--- src/rtl/controlador_rodadas.sv ---
// Round sequencer driving an external 4-bit counter; Moore outputs, one-cycle state transitions.
// No backpressure: iniciar is honoured only in INICIAL/FIM, pausa freezes counting.
// Optional watchdog enabled by CONTROLADOR_RODADAS_TIMEOUT_EN.
module controlador_rodadas #(
  parameter int RODADAS = 4
) (
  input  logic       clock,
  input  logic       clr,
  input  logic       iniciar,
  input  logic       pausa,
  input  logic [3:0] preset,
  input  logic       rco,
  output logic       cnt_clr,
  output logic       cnt_ld,
  output logic       cnt_ent,
  output logic       cnt_enp,
  output logic [3:0] rodada,
  output logic       pronto,
  output logic       erro,
  output logic [2:0] estado
);

  typedef enum logic [2:0] {
    INICIAL = 3'd0,
    PREPARA = 3'd1,
    CONTA   = 3'd2,
    PAUSA   = 3'd3,
    RECARGA = 3'd4,
    FIM     = 3'd5
  } estado_t;

  localparam logic [3:0] RODADAS_L = 4'(RODADAS);

  estado_t    estado_q, estado_d;
  logic [3:0] rodada_q, rodada_d;
  logic       timeout;

  // preset is loaded by the counter itself; the sequencer never needs its value
  logic unused_preset;
  assign unused_preset = ^preset;

`ifdef CONTROLADOR_RODADAS_TIMEOUT_EN
  localparam logic [4:0] WD_LAST = 5'd19;

  logic [4:0] wd_q, wd_d;
  logic       erro_q, erro_d;

  // WD_LAST is the count before this CONTA cycle, so the 20th cycle trips it
  assign timeout = (wd_q == WD_LAST);

  always_comb begin
    wd_d   = wd_q;
    erro_d = erro_q;
    case (estado_q)
      PREPARA, RECARGA: wd_d = '0;
      CONTA: begin
        wd_d = wd_q + 5'd1;
        if (!rco && timeout) erro_d = 1'b1;
      end
      FIM: if (iniciar) erro_d = 1'b0;
      default: ;
    endcase
  end

  always_ff @(posedge clock or negedge clr) begin
    if (!clr) begin
      wd_q   <= '0;
      erro_q <= 1'b0;
    end else begin
      wd_q   <= wd_d;
      erro_q <= erro_d;
    end
  end

  assign erro = erro_q;
`else
  assign timeout = 1'b0;
  assign erro    = 1'b0;
`endif

  always_comb begin
    estado_d = estado_q;
    rodada_d = rodada_q;
    case (estado_q)
      INICIAL: begin
        if (iniciar) begin
          estado_d = PREPARA;
          rodada_d = '0;
        end
      end
      PREPARA: estado_d = CONTA;
      CONTA: begin
        // rco wins over both the watchdog and pausa
        if (rco) begin
          rodada_d = rodada_q + 4'd1;
          estado_d = ((rodada_q + 4'd1) == RODADAS_L) ? FIM : RECARGA;
        end else if (timeout) begin
          estado_d = FIM;
        end else if (pausa) begin
          estado_d = PAUSA;
        end
      end
      PAUSA: if (!pausa) estado_d = CONTA;
      RECARGA: estado_d = CONTA;
      FIM: begin
        if (iniciar) begin
          estado_d = PREPARA;
          rodada_d = '0;
        end
      end
      default: estado_d = INICIAL;
    endcase
  end

  always_ff @(posedge clock or negedge clr) begin
    if (!clr) begin
      estado_q <= INICIAL;
      rodada_q <= '0;
    end else begin
      estado_q <= estado_d;
      rodada_q <= rodada_d;
    end
  end

  always_comb begin
    cnt_clr = 1'b0;
    cnt_ld  = 1'b1;
    cnt_ent = 1'b0;
    cnt_enp = 1'b0;
    pronto  = 1'b0;
    case (estado_q)
      PREPARA, RECARGA: begin
        cnt_clr = 1'b1;
        cnt_ld  = 1'b0;
      end
      CONTA: begin
        cnt_clr = 1'b1;
        cnt_ent = 1'b1;
        cnt_enp = 1'b1;
      end
      PAUSA: begin
        cnt_clr = 1'b1;
        cnt_ent = 1'b1;
      end
      FIM: begin
        cnt_clr = 1'b1;
        pronto  = 1'b1;
      end
      default: ;
    endcase
  end

  assign estado = estado_q;
  assign rodada = rodada_q;

endmodule

--- config.mk ---
export PLATFORM = sky130hd
export DESIGN_NAME = controlador_rodadas
export DESIGN_NICKNAME = d
export VERILOG_FILES = /design/src/rtl/controlador_rodadas.sv
export SDC_FILE = /design/constraint.sdc
export NUM_CORES = 1
export LEC_CHECK = 0
export BUFFER_PORTS_ARGS = -buffer_cell sky130_fd_sc_hd__buf_2
export CAP_MARGIN = 30
export CORE_AREA = 3 3 40 42
export CTS_CLUSTER_SIZE = 30
export DETAILED_ROUTE_END_ITERATION = 8
export DIE_AREA = 0 0 43 45
export PLACE_DENSITY_LB_ADDON = 0.05
export SETUP_SLACK_MARGIN = 0.3
export SLEW_MARGIN = 10
export SYNTH_ARGS = -nofsm -noshare
export SYNTH_HDL_FRONTEND = slang
export SYNTH_SLANG_ARGS = --single-unit
--- constraint.sdc ---
create_clock -name clock -period 2.2 [get_ports clock]
set_input_delay 0.11 -clock clock [delete_from_list [all_inputs] [get_ports clock]]
set_output_delay 0.11 -clock clock [all_outputs]
set_load 0.01 [all_outputs]
==> results.cfg <==
[pwr]
ir_worst_vdd_uv = 480
p_leak_nw = 0.304
internal_power_uw = 420
p_seq_share_pct = 33.7
power_frac_comb_pct = 51.0
p_clk_share_pct = 15.3
p_switching_uw = 355
p_sw_share_pct = 45.8
cellPowerDensity_nw_per_um2 = 1270

[critical_path]
critical_path_arrival_ps = 1290
path_max_fanout = 12
cp_data_required_time_ps = 2090
cpLargestDelayFamily = flip-flops
r2r_setup_slack_ps = 970
critPathCaptureType = output port
crit_type = register to output port
cp_num_buf_inv = 1
slowest_delay_ps = 580
path_cells = nor2_4 -> and2_2 -> buf_2
slowest_stage = dfrtp_1
cp-start-kind = register

[timing]
clock.fmax_mhz = 714
slew_viol_final = 0
finalSetupTns_ps = 0
fin_crit_sh_pct = 63.7
setup_viol_count_final = 0
worst_slack_ps = 800
rsz0062_at_grt = no
skew_ps = 8.08
fin_crit_ps = 1400
final-hold-violation-count = 0

[run_status]
status = finished, final reports clean

[detailed_routing]
detail-route-antenna-nets = 0
avgViaCountPerCell = 5.16
drt-total-wl_um = 1120
via_count = 444
wl_per_cell_um = 13.0
drtIter0Drc = 7
first_pass_iters = 4
route.detailed.drc = 0

[clock_tree]
cts-htree-levels = 1
cts.sinks = 7
cts-root-buf = clkbuf_4
clockBufferDepth = 2
clk_pin_slew_worst_paths_ps = 60
cts_inserted_buffers = 3
cts_tree = yes
insertion_delay_ps = 260
cts_post_setup_buffers_inserted = 0

[yosys]
synth_top_area_cell = dfrtp_1
synth_top_area_share_pct = 35.5
synth_warnings = 0
syn-num-nets = 64
ys_seq_area_share_pct = 35.5
avgSynthCellArea_um2 = 9.30
synth.cell_area_um2 = 493
synth.top_cells.by_area = dfrtp_1, xor2_1, ha_1
syn-instance-count = 53
synth-seq-cells = 7
synth_cell_types = 31

[grt]
grt_usage_pct = 12.7
antenna_found_initial = 0
grt_pass1_vias = 395
grt_pass1_wl_um = 1820
grt_max_degree = 13
grt.overflow.total = 0

[floorplanning]
start_util_pct = 38.4
die_w_um = 43
die_y_um = 45
ios = 22
dieArea_um2 = 1940
core_area_um2 = 1280
rows = 13

[place]
place.gp.congestion = 0.688
io_buffers = 16
hpwl_um = 855
dp_slack_ps = 957

[layout]
fillCellCount = 138
nNetsFinal = 83
drive_above_1_share_pct = 35.2
diodes = 0
area_growth_pct = 23.6

[job]
drv_cap = 0

[hold_path]
hp-class = input port to register
## worst paths after layout
path                           start         to  depth (start not counted)
max                        estado[2]    cnt_enp                          3
min in group asynchronous        clr  estado[2]                          2
min reg2reg                rodada[0]  rodada[0]                          1
max reg2reg                estado[2]  estado[2]                          4
max in group asynchronous        clr  estado[1]                          2
min                          iniciar  estado[2]                          2
## routing by layer
layer | wire length (µm) | GRT usage (%) | share of wire, % | up-vias
met1 | 531 | 17.1 | 47 | 200
met2 | 488 | 19.2 | 44 | 19
li1 | - | - | - | 223
met3 | 83 | 3.59 | 7.4 | 2
met4 | 15 | 5.42 | 1.3 | 0
met5 | 0 | 0 | 0 | -
## worst reg2reg max path, stage by stage, from the launching register on
cell     delay (ps)
dfrtp_1         580
nor2_4           90
and2_2          220
nand2_1         130
o31ai_1          90
## state kept, by name, indices dropped and copies added (netlist names)
signal,flops
estado,3
rodada,4
## cell usage after synthesis
cell and n:
a21oi_1 2, a21oi_2 1, a22o_1 1, a31oi_1 1
a32o_1 1, and2_2 1, and3_1 1, and4b_1 1
buf_2 1, buf_4 3, conb_1 1, dfrtp_1 7
ha_1 2, inv_1 1, mux2_4 1, nand2_1 5
nand2b_1 2, nand3_1 1, nand4b_1 1, nor2_1 1
nor2_4 1, nor2b_1 1, nor3_1 3, nor3b_1 1
nor4b_1 1, o211ai_1 1, o21a_1 1, o21ai_0 2
o21ai_1 2, o31ai_1 1, xor2_1 4
## cells in the final DEF (no fill, tap or decap), types with 2 or more instances in the layout
cell type	synthesis	final
buf_2	1	16
clkbuf_4	0	3
nand2_1	5	5
a21oi_1	2	2
nor3_1	3	3
o21ai_0	2	2
o21ai_1	2	2
xor2_1	4	4
dfrtp_1	7	7
ha_1	2	2
nand2b_1	2	2
## metrics by stage
stage / cell area, µm² / total power, mW / std cells / utilization, % / hold slack [ps]
global placement: 572 / 0.661 / 81 / 44.5 / -52.3
CTS: 609 / 0.784 / 86 / 47.4 / 78.3
floorplan: 493 / 0.525 / 53 / - / -186
global route: 609 / 0.845 / 86 / 47.4 / 78.3
finish: 609 / 0.774 / 86 / 47.4 / 87.6
detailed placement: 572 / 0.661 / 81 / 44.5 / -49.9
## power by group through the flow
stage                     clock network, mW  logic [mW]  registers (mW)
after global placement                    0       0.398           0.263
after floorplan                           0       0.285           0.240
after detailed placement                  0       0.396           0.265
after global routing                  0.136       0.434           0.275
final                                 0.119       0.395           0.261
after CTS                             0.123       0.399           0.262
## cells by family after synthesis
| logic type | after synthesis | share of synthesized area [%] |
|---|---|---|
| AND/OR/NAND/NOR | 20 | 24.6 |
| other | 1 | 0.761 |
| flip-flops | 7 | 35.5 |
| AO/OA/AOI/OAI | 13 | 17.5 |
| buffers and inverters | 5 | 6.34 |
| multiplexers | 1 | 3.04 |
| XOR/XNOR | 4 | 7.11 |
| adder cells (fa/ha/maj) | 2 | 5.08 |
## what timing repair did
action / CTS / global route
hold buffers: 1 / 0
gates resized for setup: 0 / 0
hold endpoints to repair: 7 / 0
## area by class of cell
class | instances | area (µm²) | share of cell area [%]
timing repair buffer | 18 | 97.6 | 16.0
inverter | 1 | 3.75 | 0.616
clock buffer | 3 | 22.5 | 3.70
tap | 15 | 18.8 | 3.08
multi-input combinational | 41 | 287 | 47.0
sequential | 7 | 175 | 28.7
clock inverter | 1 | 5.00 | 0.821
No activity file was read; power rests on OpenSTA's default activity.
